===== config.mk =====
export PLATFORM = sky130hd
export DESIGN_NAME = console_uart
export DESIGN_NICKNAME = d
export VERILOG_FILES = /design/src/rtl/console_uart_pkg.sv /design/src/rtl/console_fifo.sv /design/src/rtl/console_uart.sv
export SDC_FILE = /design/constraint.sdc
export NUM_CORES = 1
export LEC_CHECK = 0
export ABC_CLOCK_PERIOD_IN_PS = 3390
export CAP_MARGIN = 15
export CORE_AREA = 10 10 119 121
export DETAILED_ROUTE_END_ITERATION = 12
export DIE_AREA = 0 0 129 131
export GPL_ROUTABILITY_DRIVEN = 0
export HOLD_SLACK_MARGIN = 0.15
export PLACE_DENSITY = 0.78
export SYNTH_ARGS = -nofsm -noshare
export SYNTH_HDL_FRONTEND = slang
export SYNTH_SLANG_ARGS = --single-unit

===== constraint.sdc =====
create_clock -name clk -period 3.39 [get_ports clk]
set_input_delay 0.678 -clock clk [delete_from_list [all_inputs] [get_ports clk]]
set_output_delay 0.678 -clock clk [all_outputs]
set_load 0.005 [all_outputs]

===== src/rtl/console_uart_pkg.sv =====
// Shared constants and TX state encoding for the console UART.
// Optional feature macro: CONSOLE_UART_PARITY_EN (adds an even-parity bit, 8E1 frames).
package console_uart_pkg;

    localparam int unsigned XLEN = 32;

`ifdef CONSOLE_UART_PARITY_EN
    localparam int unsigned UART_STATE_LEN = 3;

    typedef enum logic [UART_STATE_LEN-1:0] {
        UART_IDLE,
        UART_START,
        UART_DATA,
        UART_PARITY,
        UART_STOP
    } uart_state_e;
`else
    localparam int unsigned UART_STATE_LEN = 2;

    typedef enum logic [UART_STATE_LEN-1:0] {
        UART_IDLE,
        UART_START,
        UART_DATA,
        UART_STOP
    } uart_state_e;
`endif

    function automatic logic even_parity(input logic [7:0] b);
        return ^b;
    endfunction

endpackage


===== src/rtl/console_fifo.sv =====
// Byte FIFO with wrap-bit pointers; the caller must not push when full unless popping.
module console_fifo #(
    parameter int unsigned Depth = 16,
    parameter int unsigned Width = 8
) (
    input  logic             clk_i,
    input  logic             rst_ni,
    input  logic             push_i,
    input  logic [Width-1:0] wdata_i,
    input  logic             pop_i,
    output logic [Width-1:0] rdata_o,
    output logic             full_o,
    output logic             empty_o
);
    localparam int unsigned AddrW = $clog2(Depth);

    logic [AddrW:0]   wr_q, wr_d, rd_q, rd_d;
    logic [Width-1:0] mem_q [Depth];

    always_comb begin
        wr_d = wr_q + (AddrW+1)'(push_i);
        rd_d = rd_q + (AddrW+1)'(pop_i);
    end

    always_ff @(posedge clk_i or negedge rst_ni) begin
        if (!rst_ni) begin
            wr_q <= '0;
            rd_q <= '0;
        end else begin
            wr_q <= wr_d;
            rd_q <= rd_d;
        end
    end

    // Storage is not reset; empty pointers make stale contents unreachable.
    always_ff @(posedge clk_i) begin
        if (push_i) begin
            mem_q[wr_q[AddrW-1:0]] <= wdata_i;
        end
    end

    assign rdata_o = mem_q[rd_q[AddrW-1:0]];
    assign empty_o = (wr_q == rd_q);
    assign full_o  = (wr_q[AddrW] != rd_q[AddrW]) && (wr_q[AddrW-1:0] == rd_q[AddrW-1:0]);

endmodule


===== src/rtl/console_uart.sv =====
// Console write port to UART TX: byte FIFO, 8N1 framer, saturating drop counter.
// Define CONSOLE_UART_PARITY_EN for 8E1 frames with an even-parity bit.
module console_uart #(
    parameter int unsigned XLEN       = console_uart_pkg::XLEN,
    parameter int unsigned CLK_DIV    = 16,
    parameter int unsigned FIFO_DEPTH = 16
) (
    input  logic            clk,
    input  logic            reset,
    input  logic            console_we,
    input  logic [XLEN-1:0] console_wdata,
    output logic            tx,
    output logic            busy,
    output logic            full,
    output logic [7:0]      overflow_cnt
);
    import console_uart_pkg::*;

    localparam int unsigned   BaudW      = $clog2(CLK_DIV);
    localparam logic [BaudW-1:0] BaudReload = BaudW'(CLK_DIV - 1);

    uart_state_e      state_q, state_d;
    logic [BaudW-1:0] baud_q, baud_d;
    logic [2:0]       bit_q, bit_d;
    logic [7:0]       shift_q, shift_d;
    logic [7:0]       ovf_q, ovf_d;
    logic             fifo_full, fifo_empty, pop, push;
    logic [7:0]       fifo_rdata;
    logic             unused_wdata;

    assign unused_wdata = ^console_wdata[XLEN-1:8];

    // A pop on the same edge frees the slot, so a full FIFO still accepts.
    assign push = console_we & (~fifo_full | pop);

    console_fifo #(
        .Depth (FIFO_DEPTH),
        .Width (8)
    ) u_fifo (
        .clk_i   (clk),
        .rst_ni  (reset),
        .push_i  (push),
        .wdata_i (console_wdata[7:0]),
        .pop_i   (pop),
        .rdata_o (fifo_rdata),
        .full_o  (fifo_full),
        .empty_o (fifo_empty)
    );

`ifdef CONSOLE_UART_PARITY_EN
    logic parity_q, parity_d;
`endif

    always_comb begin
        state_d = state_q;
        baud_d  = baud_q;
        bit_d   = bit_q;
        shift_d = shift_q;
        pop     = 1'b0;
        tx      = 1'b1;
`ifdef CONSOLE_UART_PARITY_EN
        parity_d = parity_q;
`endif
        unique case (state_q)
            UART_IDLE: begin
                pop = ~fifo_empty;
            end
            UART_START: begin
                tx = 1'b0;
                if (baud_q == '0) begin
                    baud_d  = BaudReload;
                    state_d = UART_DATA;
                end else begin
                    baud_d = baud_q - BaudW'(1);
                end
            end
            UART_DATA: begin
                tx = shift_q[0];
                if (baud_q == '0) begin
                    baud_d = BaudReload;
                    if (bit_q == 3'd7) begin
`ifdef CONSOLE_UART_PARITY_EN
                        state_d = UART_PARITY;
`else
                        state_d = UART_STOP;
`endif
                    end else begin
                        shift_d = shift_q >> 1;
                        bit_d   = bit_q + 3'd1;
                    end
                end else begin
                    baud_d = baud_q - BaudW'(1);
                end
            end
`ifdef CONSOLE_UART_PARITY_EN
            UART_PARITY: begin
                tx = parity_q;
                if (baud_q == '0) begin
                    baud_d  = BaudReload;
                    state_d = UART_STOP;
                end else begin
                    baud_d = baud_q - BaudW'(1);
                end
            end
`endif
            UART_STOP: begin
                if (baud_q == '0) begin
                    // Chain straight into the next start bit when more bytes wait.
                    pop     = ~fifo_empty;
                    state_d = UART_IDLE;
                end else begin
                    baud_d = baud_q - BaudW'(1);
                end
            end
            default: state_d = UART_IDLE;
        endcase

        if (pop) begin
            shift_d = fifo_rdata;
            bit_d   = 3'd0;
            baud_d  = BaudReload;
            state_d = UART_START;
`ifdef CONSOLE_UART_PARITY_EN
            parity_d = even_parity(fifo_rdata);
`endif
        end
    end

    always_comb begin
        ovf_d = ovf_q;
        if (console_we && !push && ovf_q != 8'hFF) begin
            ovf_d = ovf_q + 8'd1;
        end
    end

    always_ff @(posedge clk or negedge reset) begin
        if (!reset) begin
            state_q <= UART_IDLE;
            baud_q  <= '0;
            bit_q   <= '0;
            shift_q <= '0;
            ovf_q   <= '0;
`ifdef CONSOLE_UART_PARITY_EN
            parity_q <= 1'b0;
`endif
        end else begin
            state_q <= state_d;
            baud_q  <= baud_d;
            bit_q   <= bit_d;
            shift_q <= shift_d;
            ovf_q   <= ovf_d;
`ifdef CONSOLE_UART_PARITY_EN
            parity_q <= parity_d;
`endif
        end
    end

    assign busy         = (state_q != UART_IDLE) | ~fifo_empty;
    assign full         = fifo_full;
    assign overflow_cnt = ovf_q;

endmodule

-- Word level (Yosys, flattened, before mapping)
Memories as Yosys holds them, arrays and structs flattened.
Index checks and enable logic that the tools add are counted.
- register bits after elaboration: 35
- RAM bits: 128
- bits of input ports: 35
- output and inout bits: 11
- memories kept: 1
- add/subtract/negate cells: 5
- equal/unequal tests: 14
- muxes and demuxes: 23
- bitwise gates (word level): 5
- reductions and logical operators: 15
- memories (name ; words ; width ; read ports ; clocked after memory_dff ; wr ports ; RTL line ; text):
    u_fifo.mem_q ; 16 ; 8 ; 1 ; 0 ; 1 ; console_fifo.sv:18 ; logic [Width-1:0] mem_q [Depth];
- operators with widths (cell ; number):
    $mux W8 ; 4
    $ne A3 B3 Y1 const B ; 5
    $mux W3 ; 4
    $mux W4 ; 3
    $add A5 B1 Y5 ; 2
    $mux W2 ; 5
    $add A8 B1 Y8 const B ; 1
    $ne A8 B8 Y1 const B ; 1
    $pmux W4 S2 ; 1
    $pmux W2 S3 ; 1
    $reduce_bool A2 Y1 ; 3
    $eq A5 B5 Y1 ; 1
    $reduce_and A5 Y1 ; 1
    $eq A2 B2 Y1 const B ; 2
    $eq A4 B4 Y1 ; 1
    $logic_not A4 Y1 ; 1
    $pmux W1 S2 ; 2
    $reduce_bool A4 Y1 ; 1
    $sub A4 B1 Y4 const B ; 1
    $add A3 B1 Y3 const B ; 1
    $eq A3 B3 Y1 const B ; 1
    $logic_and A1 B1 Y1 ; 3
    $mux W1 ; 3
    $reduce_and A3 Y1 ; 1
    11 further kinds ; 13

-- Logic depth before layout (Yosys ltp)
Gate-level depths: netlist (run 1).
- depth after elaboration: 9
- mapped depth: 11

-- Modules after synthesis
From an unflattened synthesis (run 1), not the netlist that was laid out.
- cell total of the unflattened synthesis: 405
- area total of the unflattened synthesis: 6869.1 sq um
- modules (own cells, without submodules) (module ; instances ; cells an instance ; area each (sq um) ; sequential area each (sq um)):
    console_fifo ; 1 ; 275 ; 5495.3 ; 4093.9
    console_uart ; 1 ; 130 ; 1373.8 ; 625.6

-- Least setup slack after synthesis (run 1)
No wires, ideal clock.
- kind: flip-flop to flip-flop
- start: reg baud_q[0]
- end: mem u_fifo.mem_q[8][0], enable pin
- arrival time: 2.270 ns
- slack: 0.726 ns
- stages on the path, launching flop included: 8
- buffers on the path: 0
- clock period less this slack: 2.664 ns
- cells stage by stage: dfrtp_1 inv_1 ha_1 nand4bb_1 a21oi_2 nor3_2 nand3b_1 nor4_1
- cells in the longest elaborated chain, start to end: 7
- RTL lines (element ; RTL line ; text):
    start: declaration ; console_uart.sv:23 ; logic [BaudW-1:0] baud_q, baud_d;
    start signal: assignment ; console_uart.sv:148 ; baud_q <= baud_d;
    $logic_not A4 Y1 ; console_uart.sv:107 ; if (baud_q == '0) begin
    $mux W1 ; console_uart.sv:107 ;
    $pmux W1 S2 ; console_uart.sv:64 ; unique case (state_q)
    $or A1 B1 Y1 ; console_uart.sv:34 ; assign push = console_we & (~fifo_full | pop);
    $and A1 B1 Y1 ; console_uart.sv:34 ;
    $mux W1 ; console_fifo.sv:37 ; if (push_i) begin
    $mux W1 (not written as such) ; console_fifo.sv:38 ; mem_q[wr_q[AddrW-1:0]] <= wdata_i;
    end: declaration ; console_fifo.sv:18 ;
No other way between the ends.

-- Worst setup path in the final report (run 1)
- start: reg u_fifo.rd_q[0]
- end: out busy
- cells in the longest elaborated chain, start to end: 3
- RTL lines (element ; RTL line ; text):
    start: declaration ; console_fifo.sv:17 ; logic [AddrW:0] wr_q, wr_d, rd_q, rd_d;
    start signal: assignment ; console_fifo.sv:31 ; rd_q <= rd_d;
    $eq A5 B5 Y1 ; console_fifo.sv:43 ; assign empty_o = (wr_q == rd_q);
    $not A1 Y1 ; console_uart.sv:158 ; assign busy = (state_q != UART_IDLE) | ~fifo_empty;
    $or A1 B1 Y1 ; console_uart.sv:158 ;
    end: declaration ; console_uart.sv:13 ; output logic busy,
No other way between the ends.

==> results of run 1 <==
==> cells by family after synthesis <==
logic type / count (synthesis) / synth area share
XOR/XNOR: 23 / 0.0306
multiplexers: 45 / 0.127
flip-flops: 163 / 0.692
adder cells (fa/ha/maj): 12 / 0.0220
AO/OA/AOI/OAI: 40 / 0.0400
buffers and inverters: 25 / 0.0200
AND/OR/NAND/NOR: 80 / 0.0693
==> registers in the layout, summed over array words and instances, names as in the netlist <==
name,cells
u_fifo.wr_q,5
baud_q,4
shift_q,8
bit_q,3
u_fifo.rd_q,5
overflow_cnt,8
u_fifo.mem_q,128
state_q,2
==> how the worst min path moves through the flow <==
stage / end / startpoint / cells past startpoint / slack [ps]
detailed placement: overflow_cnt[7] / overflow_cnt[7] / 1 / 510
global placement: overflow_cnt[7] / overflow_cnt[7] / 1 / 480
finish: overflow_cnt[7] / overflow_cnt[7] / 1 / 510
global route: overflow_cnt[3] / overflow_cnt[3] / 1 / 560
floorplan: baud_q[0] / reset / 0 / 380
CTS: overflow_cnt[7] / overflow_cnt[7] / 1 / 510
==> cell usage in the layout, fill, tap and decap left out, types with 4 or more instances in the layout <==
| master | n |
|---|---|
| xor2_1 | 8 |
| mux4_2 | 32 |
| nor2_1 | 21 |
| nand2b_1 | 5 |
| o21ai_0 | 4 |
| nand4_1 | 4 |
| buf_4 | 22 |
| nor3_1 | 5 |
| edfxtp_1 | 128 |
| a22oi_1 | 14 |
| clkbuf_16 | 17 |
| xnor2_1 | 14 |
| nor3_2 | 5 |
| a21oi_1 | 4 |
| dfrtp_1 | 34 |
| nand3_1 | 5 |
| clkdlybuf4s50_1 | 21 |
| ha_1 | 12 |
| mux2_2 | 8 |
| nand2_1 | 13 |
| inv_1 | 5 |
| a31oi_1 | 7 |
==> routing by layer <==
layer,up-vias,share of wire,GRT usage
li1,1618,-,-
met1,1831,0.41,0.195
met2,122,0.50,0.267
met3,23,0.055,0.0451
met4,0,0.030,0.0863
met5,-,0,0
==> power by group <==
| group | switching (mW) | internal (mW) |
|---|---|---|
| Clock | 0.757 | 1.16 |
| Combinational | 0.951 | 0.845 |
| Sequential | 0.245 | 2.47 |
| Total | 1.95 | 4.47 |
==> cell type report <==
class,count,area (um2),area share
inverters,5,18.8,0.00239
repair buffers,43,375,0.0478
flip-flops and latches,163,4720,0.601
well taps,147,184,0.0234
clock inverters,13,156,0.0199
multi-input cells,200,1970,0.251
clock buffers,19,433,0.0551
==> metrics.md, run 1 <==
| Metric | Value |
|---|---|
| Status | `completed` |
| Ant diodes | `0` |
| Yosys top cell by area | `edfxtp_1` |
| Root buf cell | `clkbuf_16` |
| Non-filler cells, final | `590` |
| Drt pass-1 iters | `7` |
| Synthesis Warnings | `0` |
| RR Endpoint | `u_fifo.mem_q[0][4]` |
| Critical path required time | `2710 ps` |
| Crit path launch | `u_fifo.rd_q[0]` |
| RSZ-0062 raised after global routing | `false` |
| Cell area after synthesis | `6820 um2` |
| Sink Count | `163` |
| R2R Path Start | `state_q[0]` |
| Synth top area share | `0.563` |
| CP max-delay cell | `dfrtp_1` |
| Crit-path cells | `xnor2_1 > nand4_2 > or3_1 > clkdlybuf4s50_1` |
| First-pass GRT wire length | `20100 um` |
| DIE AREA | `16900 um2` |
| Top post-synthesis cells by area | `edfxtp_1, dfrtp_1, mux4_2, ha_1, xnor2_1` |
| Peak supply drop | `0.428 mV` |
| Pin count of the biggest net entering global routing | `36` |
| Final ANT Viol Nets | `0` |
| Initial antenna violation count | `0` |
| Levels on crit path | `4` |
| Hold Vio Cnt, Final | `0` |
| R2R setup slack | `740 ps` |
| Final instance area | `7860 um2` |
| Register clock-pin slew on the reported worst setup and hold paths | `60 ps` |
| Via count of the routed design | `3594` |
| Global route total overflow | `0` |
| Crit-path leading delay family | `flip-flops` |
| Worst Hold Class | `reg2reg` |
| Slew headroom | `0.574` |
| Crit end category | `output port` |
| Clock latency at the later pin of the worst-skew pair | `420 ps` |
| Vias per cell | `6.09` |
| Fin util | `0.665` |
| Die Wd | `129 um` |
| Core Rows | `40` |
| Peak Freq | `337 MHz` |
| Postcts setup bufs | `0` |
| Layout cells sized above 1 | `0.228` |
| Synth cell count leaders | `edfxtp_1, dfrtp_1, mux4_2, nor2_1` |
| DRC Markers | `0` |
| First-iteration detailed-routing DRC count | `244` |
| Core region area | `11800 um2` |
| Pwr/cell area | `818 nW/um2` |
| Sequential share of the synthesized area | `0.692` |
| Final hold slack | `510 ps` |
| Worst slack at placement | `826 ps` |
| CTS Hold Buffers Added | `0` |
| Leak | `2.74 nW` |
| Area grow syn2layout | `15.1%` |
| Placed Area | `7270 um2` |
| Count leader, synth | `edfxtp_1` |
| Main flop type after synthesis | `edfxtp_1` |
| Delay of the slowest critical-path stage | `670 ps` |
| CP Class | `reg2out` |
| Slew Limit Fails | `0` |
| Crit path capture | `busy` |
| CP max FO | `12` |
| Worst setup SP type | `flip-flop` |
| Arr. time, crit path | `2290 ps` |
| Hpwl dp | `7850 um` |
| IO Pins | `46` |
| Final setup viols | `0` |
| Number of max-cap violations | `0` |
| Syn_nets | `435` |
| Wire per inst | `21.7 um` |
| Syn avg cell area | `17.6 um2` |
| WP buf/inv | `1` |
| Ys async rst share | `0.215` |
| Post-CTS sizing | `0` |
| Slew @ Worst Pin | `639 ps` |
| DIE HEIGHT | `131 um` |
| Total CTS buffers | `17` |
| Fillers | `807` |
| Period minus WS final | `2970 ps` |
| Total Routed Length | `12800 um` |
| Placed Instances | `558` |
| Setup_tns | `0 ps` |
| Number of global-route vias before repair | `3661` |
| Period utilization | `0.876` |
| Gr usage total | `0.163` |
| Post-synth EDFFs | `128` |
| Post-Syn Instances | `388` |
| TritonCTS clock tree | `built` |
| Max Buffers Root-to-Sink | `2` |
| R2R depth | `7` |
| Setup ws final | `420 ps` |
| Starting Density | `0.578` |
| H-tree Lvls | `4` |
| Post-synthesis register bit count | `163` |
| IO buf count | `21` |
| Yosys cell types | `52` |
| Worst Skew | `14.1 ps` |
| Total chip power | `6.42 mW` |
| Fin nets | `477` |
Note: power is estimated with default switching activity, not from simulation.
==> run 2, diff against run 1 <==
- ABC_CLOCK_PERIOD_IN_PS: 3390 -> 3200
- TNS_END_PERCENT: default -> 1
- clock period: 3.39 -> 3.2 ns (I/O delays scaled with it)
==> run 2 against run 1 <==
Total power increased by 7.0%. Register-to-register slack lost 170 ps. Global-route usage fell by 0.077 points. Sequential cell count stayed put. Worst hold slack improved by 3.7 ps. Sequential share of layout area shrank 0.18 points. Count of clock-buffer cells in the layout decreased by 2. Critical path depth did not move. Largest cell class unchanged.
==> metrics.md, run 2 (same netlist as run 1, synthesis figures left out) <==
| Metric | Value |
|---|---|
| Slew @ Worst Pin | `652 ps (+13.0 ps)` |
| Hpwl dp | `7750 um (-1.4%)` |
| Final setup viols | `0 (unchanged)` |
| RSZ-0062 raised after global routing | `false` |
| Slew Limit Fails | `0 (unchanged)` |
| Hold Vio Cnt, Final | `0 (unchanged)` |
| Max reg flops | `128 (unchanged)` |
| Crit-path cells | `xnor2_1 > nand4_2 > or3_1 > clkdlybuf4s50_1` |
| Pin count of the biggest net entering global routing | `36 (unchanged)` |
| Core Rows | `40 (unchanged)` |
| Worst Hold Class | `reg2reg` |
| Peak Freq | `335 MHz` |
| Critical path required time | `2560 ps (-150 ps)` |
| Total CTS buffers | `17 (unchanged)` |
| Final ANT Viol Nets | `0 (unchanged)` |
| Wire per inst | `21.3 um (-1.9%)` |
| Reg area | `4720 um2 (unchanged)` |
| Via count of the routed design | `3560 (-0.95%)` |
| Hold Path Stages | `1 (unchanged)` |
| Initial antenna violation count | `0 (unchanged)` |
| First-iteration detailed-routing DRC count | `334 (+37%)` |
| Pwr/cell area | `873 nW/um2 (+6.7%)` |
| WP buf/inv | `1 (unchanged)` |
| Placed Instances | `557 (-0.18%)` |
| IO Pins | `46 (unchanged)` |
| Commonest non-fill, non-tap cells in the layout | `edfxtp_1, dfrtp_1, mux4_2` |
| TritonCTS clock tree | `built` |
| Hold path start | `overflow_cnt[7]` |
| R2R setup slack | `570 ps (-170 ps)` |
| Postcts setup bufs | `0 (unchanged)` |
| IO buf count | `21 (unchanged)` |
| Drt pass-1 iters | `4 (-3)` |
| Hold EP | `overflow_cnt[7]` |
| Clock latency at the later pin of the worst-skew pair | `420 ps (about the same)` |
| Worst Skew | `10.9 ps (-3.21 ps)` |
| Gr usage total | `0.162 (-0.000766)` |
| Crit path launch | `u_fifo.wr_q[2]` |
| CP Class | `reg2out` |
| Multi-input gate area | `1970 um2 (unchanged)` |
| Worst setup SP type | `flip-flop` |
| RR Endpoint | `u_fifo.mem_q[0][3]` |
| Fin nets | `476 (-0.21%)` |
| Total Routed Length | `12600 um (-2.1%)` |
| Leak | `2.75 nW (+0.55%)` |
| Layout cells sized above 1 | `0.238 (+0.00957)` |
| Setup_tns | `0 ps (unchanged)` |
| Sink Count | `163 (unchanged)` |
| Fillers | `786 (-2.6%)` |
| CTS Hold Buffers Added | `0 (unchanged)` |
| Peak supply drop | `0.580 mV (+36%)` |
| Die Wd | `129 um (unchanged)` |
| First-pass GRT wire length | `20100 um (-0.13%)` |
| Ant diodes | `0 (unchanged)` |
| Starting Density | `0.578 (unchanged)` |
| CP max-delay cell | `dfrtp_1` |
| Status | `completed` |
| Global route total overflow | `0 (unchanged)` |
| DRC Markers | `0 (unchanged)` |
| DIE HEIGHT | `131 um (unchanged)` |
| Max Buffers Root-to-Sink | `2 (unchanged)` |
| Register clock-pin slew on the reported worst setup and hold paths | `60 ps (about the same)` |
| Arr. time, crit path | `2340 ps (+50 ps)` |
| Slew headroom | `0.564 (-0.00956)` |
| Delay of the slowest critical-path stage | `710 ps (+40 ps)` |
| Commonest non-fill, non-tap cell in the layout | `edfxtp_1` |
| CP max FO | `15 (+3)` |
| Crit end category | `output port` |
| DIE AREA | `16900 um2 (unchanged)` |
| Root buf cell | `clkbuf_16` |
| Crit-path leading delay family | `flip-flops` |
| H-tree Lvls | `4 (unchanged)` |
| Core region area | `11800 um2 (unchanged)` |
| Post-CTS sizing | `0 (unchanged)` |
| R2R depth | `8 (+1)` |
| Period minus WS final | `2980 ps` |
| Area grow syn2layout | `15.5%` |
| Period utilization | `0.932` |
| Number of max-cap violations | `0 (unchanged)` |
| Number of global-route vias before repair | `3743 (+2.2%)` |
| R2R Path Start | `baud_q[0]` |
| Non-filler cells, final | `589 (-0.17%)` |
| Vias per cell | `6.04 (-0.78%)` |
[run 2: cell type report]
class | instances | share of cell area
clock buffers | 17 | 0.0540
clock inverters | 15 | 0.0248
inverters | 5 | 0.00238
multi-input cells | 200 | 0.250
flip-flops and latches | 163 | 0.599
well taps | 147 | 0.0233
repair buffers | 42 | 0.0467
[run 2: per-layer routing]
metal / up-vias / global-route usage / part of all wire
met5: - / 0 / 0
met3: 19 / 0.0548 / 0.060
li1: 1618 / - / -
met1: 1800 / 0.187 / 0.40
met4: 0 / 0.0776 / 0.018
met2: 123 / 0.270 / 0.52
[run 2: how the worst max path moves through the flow]
| stage | depth (start not counted) | end | slack, ps |
|---|---|---|---|
| 4_1_cts | 4 | busy | 200 |
| 3_5_place_dp | 7 | u_fifo.mem_q[0][3] | 640 |
| 3_3_place_gp | 7 | u_fifo.mem_q[0][6] | 700 |
| 2_1_floorplan | 7 | u_fifo.mem_q[8][0] | 540 |
| 6_report | 4 | busy | 220 |
| 5_1_grt | 4 | busy | 60 |
[run 2: where the power goes]
| group | total [mW] | leakage (nW) | switching (mW) | internal (mW) |
|---|---|---|---|---|
| clock | 2.11 | 0.302 | 0.856 | 1.25 |
| sequential | 2.87 | 1.58 | 0.258 | 2.61 |
| combinational | 1.90 | 0.869 | 1.00 | 0.894 |
| total | 6.88 | 2.75 | 2.12 | 4.76 |
[run 2: stage by stage]
stage / setup WS [ps] / power [mW] / cell area [um2] / hold slack (ps) / util
final: 218 / 6.88 / 7880 / 514 / 0.667
after global routing: 60.0 / 7.21 / 7880 / 546 / 0.667
after CTS: 197 / 6.94 / 7880 / 515 / 0.667
after detailed placement: 637 / 4.82 / 7260 / 505 / 0.615
after global placement: 701 / 4.73 / 7260 / 485 / 0.615
after floorplan: 536 / 4.33 / 6820 / 344 / -
